$ cat src/rtl/sign_extd16.sv
// Registered immediate extender: sign/zero/branch/upper widening of a field.
// Optional SIGN_EXTD_COMB_OUT_EN adds the unregistered data_out_comb port.
module sign_extd16 #(
    parameter int IN_W  = 8,
    parameter int OUT_W = 16
) (
    input  logic             clk,
    input  logic             rst_n,
    input  logic             in_valid,
    input  logic [IN_W-1:0]  data_in,
    input  logic [1:0]       mode,
`ifdef SIGN_EXTD_COMB_OUT_EN
    output logic [OUT_W-1:0] data_out_comb,
`endif
    output logic [OUT_W-1:0] data_out,
    output logic             out_valid,
    output logic             is_neg
);

    localparam int EXT_W = OUT_W - IN_W;

    generate
        if (IN_W < 2 || IN_W >= OUT_W) begin : g_bad_param
            $error("sign_extd16: IN_W must be in 2..OUT_W-1");
        end
    endgenerate

    logic [OUT_W-1:0] w_sext;
    logic [OUT_W-1:0] w_zext;
    logic [OUT_W-1:0] w_result;

    assign w_sext = {{EXT_W{data_in[IN_W-1]}}, data_in};
    assign w_zext = {{EXT_W{1'b0}}, data_in};

    always_comb begin
        w_result = w_sext;
        unique case (mode)
            2'b00: w_result = w_sext;
            2'b01: w_result = w_zext;
            2'b10: w_result = {w_sext[OUT_W-2:0], 1'b0};
            2'b11: w_result = {data_in, {EXT_W{1'b0}}};
            default: w_result = w_sext;
        endcase
    end

`ifdef SIGN_EXTD_COMB_OUT_EN
    assign data_out_comb = w_result;
`endif

    logic [OUT_W-1:0] r_data;
    logic             r_valid;
    logic             r_neg;

    // Payload holds on idle cycles; only the valid flag tracks in_valid.
    always_ff @(posedge clk or negedge rst_n) begin
        if (!rst_n) begin
            r_data  <= '0;
            r_valid <= 1'b0;
            r_neg   <= 1'b0;
        end else begin
            r_valid <= in_valid;
            if (in_valid) begin
                r_data <= w_result;
                r_neg  <= data_in[IN_W-1];
            end
        end
    end

    assign data_out  = r_data;
    assign out_valid = r_valid;
    assign is_neg    = r_neg;

endmodule

$ cat config.mk
export PLATFORM = sky130hd
export DESIGN_NAME = sign_extd16
export DESIGN_NICKNAME = d
export VERILOG_FILES = /design/src/rtl/sign_extd16.sv
export SDC_FILE = /design/constraint.sdc
export NUM_CORES = 1
export LEC_CHECK = 0
export BUFFER_PORTS_ARGS = -buffer_cell sky130_fd_sc_hd__buf_2
export CELL_PAD_IN_SITES_DETAIL_PLACEMENT = 0
export CELL_PAD_IN_SITES_GLOBAL_PLACEMENT = 1
export CORE_UTILIZATION = 35
export DETAILED_ROUTE_END_ITERATION = 8
export PLACE_DENSITY = 0.86
export SLEW_MARGIN = 20
export SYNTH_ARGS = -nofsm -noshare
export SYNTH_HDL_FRONTEND = slang
export SYNTH_SLANG_ARGS = --single-unit
$ cat constraint.sdc
create_clock -name clk -period 1.1 [get_ports clk]
set_input_delay 0 -clock clk [delete_from_list [all_inputs] [get_ports clk]]
set_output_delay 0 -clock clk [all_outputs]
set_load 0.05 [all_outputs]
Word-level counts from Yosys, hierarchy flattened

Index checks and enable logic that the tools add are counted.

Equal/unequal tests: 3
Muxes and demuxes: 1
Reduce and logical (&&, ||, !) cells: 1

Operator list:

| kind                                                                  | number |
|---|---|
| 16-bit case mux with 4 select lines                                   | 1 |
| 2-bit equality test, second input constant                            | 2 |
| 2-bit by 1-bit equality test with 1-bit output, second input constant | 1 |
| 2-bit zero test                                                       | 1 |

Flip-flop bits (word level): 18
Input port bits: 13
Output and inout port bits: 18
Logic and storage cells: 8

Depth between registers and ports, before layout

Gate-level depths: netlist (run 1).

Depth after elaboration: 2
Gate-level depth with buffers: 4
Depth with buffers taken out: 2

Least setup slack after synthesis (run 1)

No wires, ideal clock.

Path type: register to register
From: register data_out[15] (netlist name)
To: register r_data[15] (netlist: data_out[15])
Arrival time: 940 ps
Required time: 980 ps
Path slack: 40 ps
Cell stages (with the launch flop): 3
Buffers on the path: 0
Period minus slack after synthesis: 1060 ps
Cells stage by stage: dfrtp_1 nor2b_1 a31o_2

RTL lines:

| element              | line | source |
|---|---|---|
| to (signal assigned) | 63   | `r_data <= w_result;` |
| to (decl)            | 50   | `logic [OUT_W-1:0] r_data;` |

==> summary.txt, run 1 <==
Timing
  • Hold slack: roughly 110 ps
  • Fin crit share: 0.9135
  • Final min period: ~1000 ps
  • Final hold vios: 0
  • Achievable Freq: 0.9952 GHz
  • Worst setup slack after layout: ~95 ps
  • Final setup vio count: 0
  • Clock skew: 0 ps
  • TNS Setup: 0 ps
  • RSZ-0062 raised after global routing: false
  • Slew Viols, Final: 0
  • Worst slew pin tran: ~400 ps
  • Worst slew margin: 0.7345

Power
  • Final Power: ~1.7 mW
  • Combinational power share: 0.303
  • Sequential Power Share: 0.457
  • Switching power: 0.5868 mW
  • Sw Share: 0.3546
  • Leakage: about 0.50 nW
  • P_int: about 1.1 mW
  • Cell area power density: about 1500 mW/mm2
  • Max IR drop VDD: around 0.76 mV
  • Clock power frac: 0.240

Route
  • Final ANT Viol Nets: 0
  • DR iter-0 viols: 15
  • Routed length per instance: roughly 11 um
  • Met2 wire len: 768 um
  • Wire length on met3: between 100 and 150 um
  • Vias: slightly above 700
  • Router iterations before antenna repair: 4
  • DRC viols: 0
  • Top layer in use: met3
  • Total Wirelength: 1700 um
  • Vias per inst: between 4 and 5
  • Met1 WL: around 820 um

Worst setup path
  • Worst setup SP type: input port
  • Reg2reg start: data_out[15]$_DFFE_PN0P_
  • Crit-path max FO: 18
  • Register-to-Register Setup Slack: 290 ps
  • RR Endpoint: data_out[15]$_DFFE_PN0P_
  • Worst EP arrival: approximately 1200 ps
  • Worst setup EP type: flip-flop
  • Crit path kind: input port to flip-flop
  • Required time of the worst setup path: roughly 1300 ps
  • Reg2reg path depth: 2

Floorplan
  • FP Rows: 17
  • Core area: approximately 0.0022 mm2
  • Die Span Y: 50.65 um
  • Die Area: approximately 0.0026 mm2
  • Starting density of the core: 0.3744
  • DIE WIDTH: ~51 um
  • IO Pins: 31

Clocking
  • Register clock-pin slew on the reported worst setup and hold paths: approximately 100 ps
  • CTS buffer count: 3
  • Root buf cell: clkbuf_4
  • Postcts setup bufs: 0
  • Worst skew pair latency: approximately 280 ps
  • CTS Buffer Depth: 2
  • # clock sinks: 18
  • H-tree depth reported by CTS: 1
  • CTS tree: done

Min path
  • Hold path startpoint: mode[0]
  • Worst hold stages: 3
  • Hold Path Sink: data_out[13]$_DFFE_PN0P_
  • Hold Crit Class: input port to flip-flop

Synth
  • Count of different cell masters after synthesis: 14
  • Syn Area/Cell: between 10 and 15 um2
  • Cell count after synthesis: just over 80
  • Main combinational cell family by area after synthesis: simple AND/OR/NAND/NOR gates
  • Area fraction in compound gates after synthesis: 0.1224
  • Post-Synth Simple-Gate Area: 0.2538
  • Mux contribution to synthesized area: 0.01360
  • Seq cells post-synth: 18
  • Seq/Total Area, Yosys: 0.5438
  • Synth Warn #: 0
  • Synthesized cell area: slightly above 800 um2
  • Synthesized net count: between 90 and 100
  • Synth Area in XOR/XNOR: 0
  • Synth Area in Adders: 0

Status
  • Status: completed

Flow run
  • Max-cap violation count: 0

Finish
  • FILL cells: between 200 and 250
  • Fin util: 0.5011
  • Non-Filler Instances: approximately 150
  • Share of post-route cells with drive strength above 1: 0.3083
  • Final Instance Area: approximately 0.0011 mm2
  • Area growth from synthesis to layout: 33.84%
  • Antenna diodes: 0
  • Final nets: 134

Placement
  • Placer Congestion: approximately 0.7
  • IO buf count: 30
  • Dpl cells: ~130
  • DP Area: a little under 0.001 mm2
  • Place WS: 270.1 ps
  • Post-DP HPWL: between 1000 and 1500 um

GRT
  • Initial antenna violation count: 0
  • Vias in the first global route: around 640
  • GR Overflow Total: 0
  • Largest net degree at the start of global routing: 24
  • First-pass GRT wire length: about 3000 um
  • Overall global routing resource usage: 0.1519
[sequential cells by signal (all words and copies together) (netlist names)]
| register | count |
|---|---|
| is_neg | 1 |
| data_out | 16 |
| out_valid | 1 |
[worst max path at each step]
stage | start | end | slack [ps] | cells after the start
after floorplan | data_out[15]$_DFFE_PN0P_ | data_out[15]$_DFFE_PN0P_ | 40 | 2
after global placement | in_valid | data_out[5]$_DFFE_PN0P_ | 300 | 4
after detailed placement | in_valid | data_out[6]$_DFFE_PN0P_ | 270 | 4
after CTS | in_valid | data_out[6]$_DFFE_PN0P_ | 50 | 5
after global routing | in_valid | data_out[6]$_DFFE_PN0P_ | 30 | 5
final | in_valid | data_out[6]$_DFFE_PN0P_ | 100 | 5
[cell usage after synthesis, drive strengths merged]
cell type / n / area [um2]
a31oi: 14 / 87.58
buf: 7 / 51.30
nand3: 7 / 35.03
a31o: 1 / 8.760
nand2b: 9 / 56.30
nand3b: 8 / 60.06
nor2: 14 / 52.55
inv: 1 / 3.750
nor2b: 1 / 6.260
dfrtp: 18 / 450.4
o21ai: 1 / 5.000
mux2: 1 / 11.26
[power groups by stage]
stage	clock, mW	sequential (mW)	combinational [mW]
floorplan	0	1.00	0.121
global placement	0	0.769	0.471
detailed placement	0	0.771	0.478
CTS	0.424	0.759	0.505
global route	0.448	0.767	0.536
finish	0.396	0.757	0.501
[routing by layer]
metal / GRT usage / up-vias
met2: 0.2178 / 27
met3: 0.03333 / 0
met4: 0.04167 / 0
met5: 0 / -
met1: 0.2280 / 328
li1: - / 362
[placed cells by master (no fill, tap or decap)]
master | netlist | final
buf_2 | 2 | 29
dfrtp_1 | 18 | 18
nor2_1 | 14 | 14
a31oi_1 | 14 | 14
dlygate4sd3_1 | 0 | 10
nand2b_1 | 9 | 9
nand3b_1 | 8 | 8
nand3_1 | 7 | 7
clkbuf_4 | 0 | 4
inv_1 | 1 | 1
o21ai_0 | 1 | 1
mux2_2 | 1 | 1
nor2b_1 | 1 | 1
a31o_2 | 1 | 1
clkbuf_8 | 0 | 1
buf_4 | 4 | 1
[repair_timing]
| item | CTS | global route |
|---|---|---|
| endpoints found under the setup margin | 0 | 8 |
| endpoints found under the hold margin | 30 | 0 |
| gates resized for setup | 0 | 1 |
| hold buffers | 10 | 0 |
[critical path, cell delays in order]
cell and delay, ps:
dlygate4sd3_1 520, clkbuf_4 230, buf_4 240, nor2_1 70
a31oi_1 140
[cells by family after synthesis]
logic type / count (synthesis)
AO/OA/AOI/OAI: 16
buffers and inverters: 8
flip-flops: 18
multiplexers: 1
AND/OR/NAND/NOR: 39
[cell type report]
type / count / area [um2] / area share
clock buffers: 4 / 36.28 / 0.03273
flip-flops and latches: 18 / 450.4 / 0.4063
repair buffers: 41 / 260.3 / 0.2348
multi-input cells: 56 / 322.8 / 0.2912
well taps: 28 / 35.03 / 0.03160
inverters: 1 / 3.754 / 0.003386
Note: power is estimated with default switching activity, not from simulation.
==> run 2, diff against run 1 <==
Clock period 1.1 ns to 1 ns, I/O delays scaled along.
==> summary.txt, run 2 (synthesized netlist as in run 1, its figures left out) <==
Route
  • Vias: 720
  • Router iterations before antenna repair: 4
  • Routed length per instance: roughly 12 um
  • Vias per inst: 4.898
  • Total Wirelength: 1747 um
  • Wire length on met3: around 94 um
  • Met2 wire len: about 790 um
  • DR iter-0 viols: 15
  • Met1 WL: approximately 850 um
  • Top layer in use: met4
  • DRC viols: 0
  • Final ANT Viol Nets: 0

Worst setup path
  • CP peak stage delay: roughly 370 ps
  • Worst setup SP type: flip-flop
  • CP top delay family: flip-flops
  • Worst EP arrival: around 930 ps
  • Worst path buffer plus inverter count: 1
  • Crit-path max FO: 2
  • Crit path kind: flip-flop to output pin
  • Worst setup EP type: output pin
  • Worst path cell trace: buf_2
  • Required time of the worst setup path: 1000 ps
  • Slowest CP cell: dfrtp_1

Flow run
  • Max-cap violation count: 0

GRT
  • Vias in the first global route: 662
  • GR Overflow Total: 0
  • Initial antenna violation count: 0
  • Overall global routing resource usage: 0.1498
  • First-pass GRT wire length: slightly below 3000 um
  • Largest net degree at the start of global routing: 24

Finish
  • Largest register FFs: 16
  • Non-Filler Instances: 147
  • Commonest non-fill, non-tap cell in the layout: buf_2
  • Commonest non-fill, non-tap cells in the layout: 30 x buf_2, 17 x dfrtp_1, 14 x nor2_1, 14 x a31oi_1, 9 x nand2b_1
  • Antenna diodes: 0
  • Share of post-route cells with drive strength above 1: 0.3193
  • FILL cells: roughly 240
  • Area growth from synthesis to layout: 30.97%
  • Final nets: roughly 130
  • Final Instance Area: approximately 0.0011 mm2
  • Fin util: 0.4904

Floorplan
  • Core area: roughly 0.0022 mm2
  • DIE WIDTH: 50.65 um
  • Die Span Y: approximately 50 um
  • Die Area: 0.002565 mm2
  • IO Pins: 31
  • Starting density of the core: 0.3744
  • FP Rows: 17

Timing
  • Hold slack: approximately 14 ps
  • TNS Setup: 0 ps
  • Worst slew pin tran: around 390 ps
  • Worst setup slack after layout: between 70 and 80 ps
  • Clock skew: 0 ps
  • Worst slew margin: 0.7424
  • Final setup vio count: 0
  • Final min period: around 930 ps
  • Final hold vios: 0
  • Achievable Freq: about 1.1 GHz
  • RSZ-0062 raised after global routing: false
  • Slew Viols, Final: 0
  • Fin crit share: 0.9280

Clocking
  • Root buf cell: clkbuf_4
  • Register clock-pin slew on the reported worst setup and hold paths: between 100 and 150 ps
  • CTS buffer count: 3
  • # clock sinks: 18
  • CTS tree: done
  • Worst skew pair latency: between 200 and 300 ps
  • CTS Buffer Depth: 2
  • H-tree depth reported by CTS: 1

Placement
  • DP Area: just under 0.001 mm2
  • Place WS: roughly 170 ps
  • Placer Congestion: 0.7141
  • Post-DP HPWL: around 1200 um
  • IO buf count: 30
  • Dpl cells: 135

Status
  • Status: completed

Min path
  • Hold Crit Class: input port to flip-flop

Power
  • Cell area power density: approximately 1600 mW/mm2
  • Leakage: roughly 0.49 nW
  • Max IR drop VDD: around 0.8 mV
  • Final Power: 1.760 mW
-- run 2: cell count changes in the layout (fill, tap and decap cells not counted) --
| cell | delta |
|---|---|
| clkbuf_4 | -1 |
| buf_4 | +1 |
| dfrtp_1 | -1 |
| dfrtp_2 | +1 |
| clkbuf_8 | -1 |
| clkbuf_1 | +1 |
| dlygate4sd3_1 | -2 |
| buf_2 | +1 |
-- run 2: repair_timing --
item	CTS	global route
buffers inserted	0	0
endpoints found under the hold margin	28	0
gates resized for setup	0	0
hold buffers	8	0
-- run 2: final timing paths --
path	endpoint	start	slack, ps	cells past startpoint
hold reg to reg	data_out[0]$_DFFE_PN0P_	data_out[0]$_DFFE_PN0P_	530	2
setup reg to reg	data_out[15]$_DFFE_PN0P_	data_out[15]$_DFFE_PN0P_	160	2
hold / removal	data_out[7]$_DFFE_PN0P_	data_in[6]	10	3
setup / recovery	data_out[9]	data_out[9]$_DFFE_PN0P_	70	1
min in group asynchronous	data_out[1]$_DFFE_PN0P_	rst_n	150	2
max in group asynchronous	data_out[15]$_DFFE_PN0P_	rst_n	560	2
-- run 2: cell type report --
class | count | area [um2] | area share
multi-input combinational | 56 | 322.8 | 0.2976
tap | 28 | 35.03 | 0.03230
timing repair buffer | 40 | 245.2 | 0.2261
clock buffer | 4 | 26.28 | 0.02422
inverter | 1 | 3.754 | 0.003460
sequential | 18 | 451.7 | 0.4164
-- run 2: tightest hold or removal path, delay by kind of cell --
kind | cells | cell delay (ps)
buf+inv | 1 | 120
simple gates | 1 | 80
compound gates | 1 | 80
-- run 2: power breakdown --
| part | internal [mW] | switching [mW] |
|---|---|---|
| Sequential | 0.799 | 0.0344 |
| Clock | 0.155 | 0.222 |
| Combinational | 0.151 | 0.399 |
-- run 2: routing by layer --
layer  up-vias  track usage
met2        24       0.2578
li1        365            -
met1       329       0.1927
met5         -            0
met3         2      0.02424
met4         0      0.04167
